[config.mk]
export PLATFORM = sky130hd
export DESIGN_NAME = cpu_axi_bridge_flat
export DESIGN_NICKNAME = d
export VERILOG_FILES = /design/src/rtl/cpu_axi_bridge_if.sv /design/src/rtl/cpu_axi_bridge.sv /design/src/flat_wrapper.sv
export SDC_FILE = /design/constraint.sdc
export NUM_CORES = 1
export LEC_CHECK = 0
export ABC_AREA = 1
export CAP_MARGIN = 10
export CORE_AREA = 2 2 147 149
export DETAILED_ROUTE_END_ITERATION = 10
export DIE_AREA = 0 0 149 151
export SLEW_MARGIN = 20
export SYNTH_ARGS = -nofsm -noshare
export SYNTH_HDL_FRONTEND = slang
export SYNTH_SLANG_ARGS = --single-unit
[constraint.sdc]
create_clock -name clk -period 5.9 [get_ports clk]
set_input_delay 1.18 -clock clk [delete_from_list [all_inputs] [get_ports clk]]
set_output_delay 1.18 -clock clk [all_outputs]
set_load 0.05 [all_outputs]
[src/rtl/cpu_axi_bridge_if.sv]
// cpu_axi_bridge_if: AXI3 signal bundle between the CPU bridge (master) and the interconnect (slave).
interface cpu_axi_bridge_if;
    logic [3:0]  arid;
    logic [31:0] araddr;
    logic [3:0]  arlen;
    logic [2:0]  arsize;
    logic [1:0]  arburst;
    logic [1:0]  arlock;
    logic [3:0]  arcache;
    logic [2:0]  arprot;
    logic        arvalid;
    logic        arready;
    logic [3:0]  rid;
    logic [31:0] rdata;
    logic [1:0]  rresp;
    logic        rlast;
    logic        rvalid;
    logic        rready;
    logic [3:0]  awid;
    logic [31:0] awaddr;
    logic [3:0]  awlen;
    logic [2:0]  awsize;
    logic [1:0]  awburst;
    logic [1:0]  awlock;
    logic [3:0]  awcache;
    logic [2:0]  awprot;
    logic        awvalid;
    logic        awready;
    logic [3:0]  wid;
    logic [31:0] wdata;
    logic [3:0]  wstrb;
    logic        wlast;
    logic        wvalid;
    logic        wready;
    logic [3:0]  bid;
    logic [1:0]  bresp;
    logic        bvalid;
    logic        bready;

    modport master(
        output arid, araddr, arlen, arsize, arburst, arlock, arcache, arprot, arvalid, rready,
        output awid, awaddr, awlen, awsize, awburst, awlock, awcache, awprot, awvalid,
        output wid, wdata, wstrb, wlast, wvalid, bready,
        input  arready, rid, rdata, rresp, rlast, rvalid, awready, wready, bid, bresp, bvalid
    );
    modport slave(
        input  arid, araddr, arlen, arsize, arburst, arlock, arcache, arprot, arvalid, rready,
        input  awid, awaddr, awlen, awsize, awburst, awlock, awcache, awprot, awvalid,
        input  wid, wdata, wstrb, wlast, wvalid, bready,
        output arready, rid, rdata, rresp, rlast, rvalid, awready, wready, bid, bresp, bvalid
    );
endinterface

[src/rtl/cpu_axi_bridge.sv]
// cpu_axi_bridge: merges the core's inst/data SRAM-like ports onto one single-beat AXI3 master.
// Define AXI_BRIDGE_RDATA_REG_EN to register *_rdata/*_data_ok one cycle after the AXI beat.
module cpu_axi_bridge #(
    parameter logic [3:0] INST_ID = 4'd0,
    parameter logic [3:0] DATA_ID = 4'd1
) (
    input  logic             clk,
    input  logic             resetn,
    input  logic             inst_sram_req,
    input  logic [1:0]       inst_sram_size,
    input  logic [31:0]      inst_sram_addr,
    output logic             inst_sram_addr_ok,
    output logic             inst_sram_data_ok,
    output logic [31:0]      inst_sram_rdata,
    input  logic             data_sram_req,
    input  logic             data_sram_wr,
    input  logic [1:0]       data_sram_size,
    input  logic [3:0]       data_sram_wstrb,
    input  logic [31:0]      data_sram_addr,
    input  logic [31:0]      data_sram_wdata,
    output logic             data_sram_addr_ok,
    output logic             data_sram_data_ok,
    output logic [31:0]      data_sram_rdata,
    cpu_axi_bridge_if.master axi
);
    typedef enum logic {AR_IDLE, AR_BUSY} ar_state_t;
    typedef enum logic [1:0] {W_IDLE, W_SEND, W_RESP} w_state_t;
    ar_state_t ar_state, ar_next;
    w_state_t w_state, w_next;
    logic inst_pend, data_pend, data_rd_win, data_rd_acc, data_wr_acc, ar_acc, r_inst, r_data, unused;

    // A pending data read always wins the AR slot over an inst read in the same cycle.
    assign data_rd_win = data_sram_req & ~data_sram_wr & ~data_pend;
    assign data_rd_acc = data_rd_win & (ar_state == AR_IDLE);
    assign data_wr_acc = data_sram_req & data_sram_wr & ~data_pend & (w_state == W_IDLE);
    assign data_sram_addr_ok = data_rd_acc | data_wr_acc;
    assign inst_sram_addr_ok = inst_sram_req & ~inst_pend & (ar_state == AR_IDLE) & ~data_rd_win;
    assign ar_acc = data_rd_acc | inst_sram_addr_ok;
    assign r_data = axi.rvalid & (axi.rid == DATA_ID);
    assign r_inst = axi.rvalid & (axi.rid != DATA_ID);

    assign axi.arvalid = ar_state == AR_BUSY;
    assign axi.arlen = 4'd0;
    assign axi.arburst = 2'b01;
    assign axi.arlock = 2'd0;
    assign axi.arcache = 4'd0;
    assign axi.arprot = 3'd0;
    assign axi.awid = DATA_ID;
    assign axi.awlen = 4'd0;
    assign axi.awburst = 2'b01;
    assign axi.awlock = 2'd0;
    assign axi.awcache = 4'd0;
    assign axi.awprot = 3'd0;
    assign axi.wid = DATA_ID;
    assign axi.wlast = 1'b1;
    assign axi.rready = 1'b1;
    assign axi.bready = 1'b1;
    assign unused = &{1'b0, axi.rresp, axi.rlast, axi.bid, axi.bresp};

    always_comb begin
        ar_next = ar_state == AR_IDLE ? (ar_acc ? AR_BUSY : AR_IDLE) : (axi.arready ? AR_IDLE : AR_BUSY);
        w_next = w_state;
        case (w_state)
            W_IDLE:  w_next = data_wr_acc ? W_SEND : W_IDLE;
            W_SEND:  w_next = (~axi.awvalid | axi.awready) & (~axi.wvalid | axi.wready) ? W_RESP : W_SEND;
            default: w_next = axi.bvalid ? W_IDLE : W_RESP;
        endcase
    end

    always_ff @(posedge clk or negedge resetn) begin
        if (!resetn) begin
            ar_state <= AR_IDLE;
            w_state <= W_IDLE;
            inst_pend <= 1'b0;
            data_pend <= 1'b0;
            axi.awvalid <= 1'b0;
            axi.wvalid <= 1'b0;
        end else begin
            ar_state <= ar_next;
            w_state <= w_next;
            inst_pend <= inst_sram_addr_ok | (inst_pend & ~r_inst);
            data_pend <= data_sram_addr_ok | (data_pend & ~r_data & ~axi.bvalid);
            axi.awvalid <= data_wr_acc | (axi.awvalid & ~axi.awready);
            axi.wvalid <= data_wr_acc | (axi.wvalid & ~axi.wready);
        end
    end

    // Request fields are only observed while their valid is high, so they need no reset.
    always_ff @(posedge clk) begin
        if (ar_acc) begin
            axi.arid <= data_rd_acc ? DATA_ID : INST_ID;
            axi.araddr <= data_rd_acc ? data_sram_addr : inst_sram_addr;
            axi.arsize <= {1'b0, data_rd_acc ? data_sram_size : inst_sram_size};
        end
        if (data_wr_acc) begin
            axi.awaddr <= data_sram_addr;
            axi.awsize <= {1'b0, data_sram_size};
            axi.wdata <= data_sram_wdata;
            axi.wstrb <= data_sram_wstrb;
        end
    end

`ifdef AXI_BRIDGE_RDATA_REG_EN
    always_ff @(posedge clk or negedge resetn) begin
        if (!resetn) begin
            inst_sram_data_ok <= 1'b0;
            data_sram_data_ok <= 1'b0;
            inst_sram_rdata <= 32'd0;
            data_sram_rdata <= 32'd0;
        end else begin
            inst_sram_data_ok <= r_inst;
            data_sram_data_ok <= r_data | axi.bvalid;
            inst_sram_rdata <= r_inst ? axi.rdata : inst_sram_rdata;
            data_sram_rdata <= r_data ? axi.rdata : data_sram_rdata;
        end
    end
`else
    assign inst_sram_data_ok = r_inst;
    assign data_sram_data_ok = r_data | axi.bvalid;
    assign inst_sram_rdata = axi.rdata;
    assign data_sram_rdata = axi.rdata;
`endif
endmodule

[src/flat_wrapper.sv]
// flat-port wrapper written by rule: the top's interface ports become plain ports
module cpu_axi_bridge_flat 
#(
    parameter logic [3:0] INST_ID = 4'd0,
    parameter logic [3:0] DATA_ID = 4'd1
)
  (clk, resetn, inst_sram_req, inst_sram_size, inst_sram_addr, inst_sram_addr_ok, inst_sram_data_ok, inst_sram_rdata, data_sram_req, data_sram_wr, data_sram_size, data_sram_wstrb, data_sram_addr, data_sram_wdata, data_sram_addr_ok, data_sram_data_ok, data_sram_rdata, axi_arid, axi_araddr, axi_arlen, axi_arsize, axi_arburst, axi_arlock, axi_arcache, axi_arprot, axi_arvalid, axi_rready, axi_awid, axi_awaddr, axi_awlen, axi_awsize, axi_awburst, axi_awlock, axi_awcache, axi_awprot, axi_awvalid, axi_wid, axi_wdata, axi_wstrb, axi_wlast, axi_wvalid, axi_bready, axi_arready, axi_rid, axi_rdata, axi_rresp, axi_rlast, axi_rvalid, axi_awready, axi_wready, axi_bid, axi_bresp, axi_bvalid);
  cpu_axi_bridge_if axi_i ();
  input  logic clk;
  input  logic resetn;
  input  logic inst_sram_req;
  input  logic [1:0] inst_sram_size;
  input  logic [31:0] inst_sram_addr;
  output logic inst_sram_addr_ok;
  output logic inst_sram_data_ok;
  output logic [31:0] inst_sram_rdata;
  input  logic data_sram_req;
  input  logic data_sram_wr;
  input  logic [1:0] data_sram_size;
  input  logic [3:0] data_sram_wstrb;
  input  logic [31:0] data_sram_addr;
  input  logic [31:0] data_sram_wdata;
  output logic data_sram_addr_ok;
  output logic data_sram_data_ok;
  output logic [31:0] data_sram_rdata;
  output wire logic [$bits(axi_i.arid)-1:0] axi_arid;
  output wire logic [$bits(axi_i.araddr)-1:0] axi_araddr;
  output wire logic [$bits(axi_i.arlen)-1:0] axi_arlen;
  output wire logic [$bits(axi_i.arsize)-1:0] axi_arsize;
  output wire logic [$bits(axi_i.arburst)-1:0] axi_arburst;
  output wire logic [$bits(axi_i.arlock)-1:0] axi_arlock;
  output wire logic [$bits(axi_i.arcache)-1:0] axi_arcache;
  output wire logic [$bits(axi_i.arprot)-1:0] axi_arprot;
  output wire logic [$bits(axi_i.arvalid)-1:0] axi_arvalid;
  output wire logic [$bits(axi_i.rready)-1:0] axi_rready;
  output wire logic [$bits(axi_i.awid)-1:0] axi_awid;
  output wire logic [$bits(axi_i.awaddr)-1:0] axi_awaddr;
  output wire logic [$bits(axi_i.awlen)-1:0] axi_awlen;
  output wire logic [$bits(axi_i.awsize)-1:0] axi_awsize;
  output wire logic [$bits(axi_i.awburst)-1:0] axi_awburst;
  output wire logic [$bits(axi_i.awlock)-1:0] axi_awlock;
  output wire logic [$bits(axi_i.awcache)-1:0] axi_awcache;
  output wire logic [$bits(axi_i.awprot)-1:0] axi_awprot;
  output wire logic [$bits(axi_i.awvalid)-1:0] axi_awvalid;
  output wire logic [$bits(axi_i.wid)-1:0] axi_wid;
  output wire logic [$bits(axi_i.wdata)-1:0] axi_wdata;
  output wire logic [$bits(axi_i.wstrb)-1:0] axi_wstrb;
  output wire logic [$bits(axi_i.wlast)-1:0] axi_wlast;
  output wire logic [$bits(axi_i.wvalid)-1:0] axi_wvalid;
  output wire logic [$bits(axi_i.bready)-1:0] axi_bready;
  input wire logic [$bits(axi_i.arready)-1:0] axi_arready;
  input wire logic [$bits(axi_i.rid)-1:0] axi_rid;
  input wire logic [$bits(axi_i.rdata)-1:0] axi_rdata;
  input wire logic [$bits(axi_i.rresp)-1:0] axi_rresp;
  input wire logic [$bits(axi_i.rlast)-1:0] axi_rlast;
  input wire logic [$bits(axi_i.rvalid)-1:0] axi_rvalid;
  input wire logic [$bits(axi_i.awready)-1:0] axi_awready;
  input wire logic [$bits(axi_i.wready)-1:0] axi_wready;
  input wire logic [$bits(axi_i.bid)-1:0] axi_bid;
  input wire logic [$bits(axi_i.bresp)-1:0] axi_bresp;
  input wire logic [$bits(axi_i.bvalid)-1:0] axi_bvalid;
  assign axi_arid = axi_i.arid;
  assign axi_araddr = axi_i.araddr;
  assign axi_arlen = axi_i.arlen;
  assign axi_arsize = axi_i.arsize;
  assign axi_arburst = axi_i.arburst;
  assign axi_arlock = axi_i.arlock;
  assign axi_arcache = axi_i.arcache;
  assign axi_arprot = axi_i.arprot;
  assign axi_arvalid = axi_i.arvalid;
  assign axi_rready = axi_i.rready;
  assign axi_awid = axi_i.awid;
  assign axi_awaddr = axi_i.awaddr;
  assign axi_awlen = axi_i.awlen;
  assign axi_awsize = axi_i.awsize;
  assign axi_awburst = axi_i.awburst;
  assign axi_awlock = axi_i.awlock;
  assign axi_awcache = axi_i.awcache;
  assign axi_awprot = axi_i.awprot;
  assign axi_awvalid = axi_i.awvalid;
  assign axi_wid = axi_i.wid;
  assign axi_wdata = axi_i.wdata;
  assign axi_wstrb = axi_i.wstrb;
  assign axi_wlast = axi_i.wlast;
  assign axi_wvalid = axi_i.wvalid;
  assign axi_bready = axi_i.bready;
  assign axi_i.arready = axi_arready;
  assign axi_i.rid = axi_rid;
  assign axi_i.rdata = axi_rdata;
  assign axi_i.rresp = axi_rresp;
  assign axi_i.rlast = axi_rlast;
  assign axi_i.rvalid = axi_rvalid;
  assign axi_i.awready = axi_awready;
  assign axi_i.wready = axi_wready;
  assign axi_i.bid = axi_bid;
  assign axi_i.bresp = axi_bresp;
  assign axi_i.bvalid = axi_bvalid;
  cpu_axi_bridge #(.INST_ID(INST_ID), .DATA_ID(DATA_ID)) u_core (.clk(clk), .resetn(resetn), .inst_sram_req(inst_sram_req), .inst_sram_size(inst_sram_size), .inst_sram_addr(inst_sram_addr), .inst_sram_addr_ok(inst_sram_addr_ok), .inst_sram_data_ok(inst_sram_data_ok), .inst_sram_rdata(inst_sram_rdata), .data_sram_req(data_sram_req), .data_sram_wr(data_sram_wr), .data_sram_size(data_sram_size), .data_sram_wstrb(data_sram_wstrb), .data_sram_addr(data_sram_addr), .data_sram_wdata(data_sram_wdata), .data_sram_addr_ok(data_sram_addr_ok), .data_sram_data_ok(data_sram_data_ok), .data_sram_rdata(data_sram_rdata), .axi(axi_i));
endmodule
==> impl_metrics.csv <==
group,metric,value,unit
setup_path,arrival,2.93,ns
placed_design,gp_congestion,0.732,
power,pwr_density_cell,408,nW/um2
min_path,hold_depth,2,
floorplanning,dieArea,22500,um2
timing,fin_crit_sh,69.6,%
cts,post_cts_buffers,0,
cells_and_area,n_antenna_cell,0,
setup_path,worstSetupPathType,"primary input to output pin",
synth,synthMuxAreaShare,0,%
setup_path,r2r-start,"u_core.axi.arvalid",
synth,ys_ff_latch,112,
floorplanning,coreArea,20800,um2
placed_design,dp_hpwl,11000,um
timing,tns,0,ns
run,drv_cap,0,
floorplanning,initial_core_util,23.3,%
drt,routed_wl,14300,um
cells_and_area,seq_area,3330,um2
synth,synthCells,379,
cts,numCtsBuffers,9,
synth,synth_area_per_cell,12.8,um2
cts,hold_buffers,0,
setup_path,r2r_slack,3.58,ns
cts,cts_tree,"yes",
synth,yosysWarningCount,0,
setup_path,crit_fanout,3,
floorplanning,die_h,151,um
synth,synth_compound_area_share,0.360,%
setup_path,path_depth,6,
cells_and_area,drive_gt1_share,5.78,%
cts,root_buffer,"clkbuf_16",
setup_path,slowest_stage,"clkdlybuf4s50_1",
timing,tightest_slew,0.992,ns
setup_path,reg2reg_depth,3,
setup_path,reg2reg_to,"u_core.axi.araddr[11]",
global_route,antenna_found_initial,1,
global_route,grt_overflow,0,
floorplanning,num_rows,53,
synth,yosysSeqAreaShare,68.5,%
synth,synth_area,4860,um2
drt,vias_per_cell,3.67,
timing,slew_violations,0,
cells_and_area,multi_input_area,748,um2
floorplanning,ioPinCount,381,
power,max-vdd-ir-drop,0.126,mV
timing,fin_crit,4.11,ns
cts,htreeDepth,3,
timing,relSlewSlack,33.6,%
synth,synth_top_family_by_area,"buffers and inverters",
timing,finalHoldViolCount,0,
synth,ys_types,19,
placed_design,post-place-cells,813,
cts,ctsResizeCount,0,
global_route,first_global_vias,2898,
setup_path,crit_top_cell,"clkdlybuf4s50_1",
drt,avgRoutedWirePerCell,17.2,um
run_status,status,"finished clean",
min_path,worstHoldEndpoint,"u_core.inst_pend",
cells_and_area,syn_to_final_growth,45.8,%
setup_path,worstPathRequired,4.72,ns
min_path,holdCritStartpoint,"u_core.inst_pend",
setup_path,crit_buf_inv,3,
timing,setup_viol,0,
cells_and_area,fin_cells,829,
drt,drt_iter0_drc,96,
power,p_leak,2.71,nW
timing,max_freq,243,MHz
cells_and_area,most-common-layout-cells,"clkdlybuf4s50_1 (229), nand2_1 (110), edfxtp_1 (105), conb_1 (46), inv_1 (13)",
min_path,worstHoldPathType,"flop to flop",
synth,synthXorXnorAreaFrac,0,%
synth,synthSimpleGateAreaFrac,11.3,%
timing,fin_skew,0.0105,ns
cts,clock-sinks,112,
cts,clkLatencyLatePin,0.35,ns
placed_design,portBuffers,229,
global_route,grtUsageTotal,12.0,%
setup_path,path_cells,"clkdlybuf4s50_1 -> nand3_1 -> nor2_4 -> nor2_1 -> inv_1 -> clkdlybuf4s50_1",
setup_path,cp-end-kind,"output pin",
setup_path,max_stage_delay,0.80,ns
cells_and_area,layout_commonest_cell,"clkdlybuf4s50_1",
drt,vias,3039,
drt,dr.pass1.iters,4,
global_route,grt_pass1_wl,19000,um
synth,synthAdderAreaFrac,0,%
setup_path,critPathTopFamily,"buffers and inverters",
timing,rsz0062_at_grt,"no",
global_route,grt_max_degree,72,
cts,clockBufferDepth,2,
cells_and_area,fillCellCount,2131,
floorplanning,die_w,149,um
cts,path_clk_slew,0.08,ns
setup_path,cp-start-kind,"primary input",
drt,antenna_left,0,
cells_and_area,layout.nets,708,
drt,drcViolationCount,0,
[cells in the mapped netlist]
library cell  instances  area share [%]
dfrtp_1               7             3.6
buf_4               110              17
nor2_4                2            0.46
nand2_2               6            0.77
buf_12                1            0.41
nand2_1             111             8.6
clkinv_2              1            0.10
conb_1                2            0.15
a21oi_1               1            0.10
edfxtp_1            105              65
buf_6                 5             1.2
nand3_4               1            0.36
o211ai_1              1            0.15
nand3_2               1            0.21
nor2_1                5            0.39
o21ai_0               1            0.10
inv_2                 1           0.077
nand3_1               5            0.51
inv_1                13             1.0
[sequential cells by signal (all words and copies together), names as in the netlist]
name	cells
u_core.axi.araddr	32
u_core.axi.arid	1
u_core.axi.arsize	2
u_core.axi.arvalid	1
u_core.axi.awaddr	32
u_core.axi.awsize	2
u_core.axi.awvalid	1
u_core.axi.wdata	32
u_core.axi.wstrb	4
u_core.axi.wvalid	1
u_core.data_pend	1
u_core.inst_pend	1
u_core.w_state	2
[kinds of logic after synthesis]
group                  count (synthesis)
flip-flops                           112
other                                  2
buffers and inverters                131
AND/OR/NAND/NOR                      131
AO/OA/AOI/OAI                          3
[stage by stage]
| stage | worst slack (ns) | hold WS [ns] | area, um2 | power [mW] | utilization (%) |
|---|---|---|---|---|---|
| 6_report | 1.79 | 0.526 | 7090 | 2.89 | 34.0 |
| 5_1_grt | 1.74 | 0.567 | 7090 | 3.02 | 34.0 |
| 4_1_cts | 1.80 | 0.524 | 7090 | 2.95 | 34.0 |
| 3_5_place_dp | 1.80 | 0.504 | 6790 | 2.32 | 32.6 |
| 3_3_place_gp | 1.82 | 0.520 | 6790 | 2.31 | 32.6 |
| 2_1_floorplan | 1.02 | 0.450 | 5030 | 2.03 | - |
[layout make-up]
| cell class | instances | area share, % |
|---|---|---|
| Tap cell | 275 | 4.86 |
| Timing Repair Buffer | 231 | 32.6 |
| Clock inverter | 7 | 1.06 |
| Sequential cell | 112 | 47.0 |
| Clock buffer | 9 | 3.18 |
| Inverter | 15 | 0.812 |
| Multi-Input combinational cell | 180 | 10.6 |
[how the worst max path moves through the flow]
stage / start / to / slack (ns)
after global routing: data_sram_wr / data_sram_addr_ok / 1.74
after CTS: data_sram_wr / data_sram_addr_ok / 1.80
final: data_sram_wr / data_sram_addr_ok / 1.79
after floorplan: data_sram_wr / data_sram_addr_ok / 1.02
after global placement: data_sram_wr / data_sram_addr_ok / 1.82
after detailed placement: data_sram_wr / data_sram_addr_ok / 1.80
[worst register-to-register path, stage by stage, from the launching register on]
cell and delay, ns:
dfrtp_1 0.43, inv_1 0.16, nand3_4 0.41, nand2_2 0.91
[routing by layer]
layer	track usage, %	part of all wire (%)	vias up
li1	-	-	1427
met1	11.7	34	1356
met2	21.0	50	227
met3	6.84	14	29
met4	4.52	2.1	0
met5	0	0	-
[where the power goes]
group	internal, mW	total (mW)	switching, mW
clock	0.301	0.614	0.312
combinational	0.329	1.15	0.822
sequential	1.08	1.13	0.0468
Note: power is estimated with default switching activity, not from simulation.
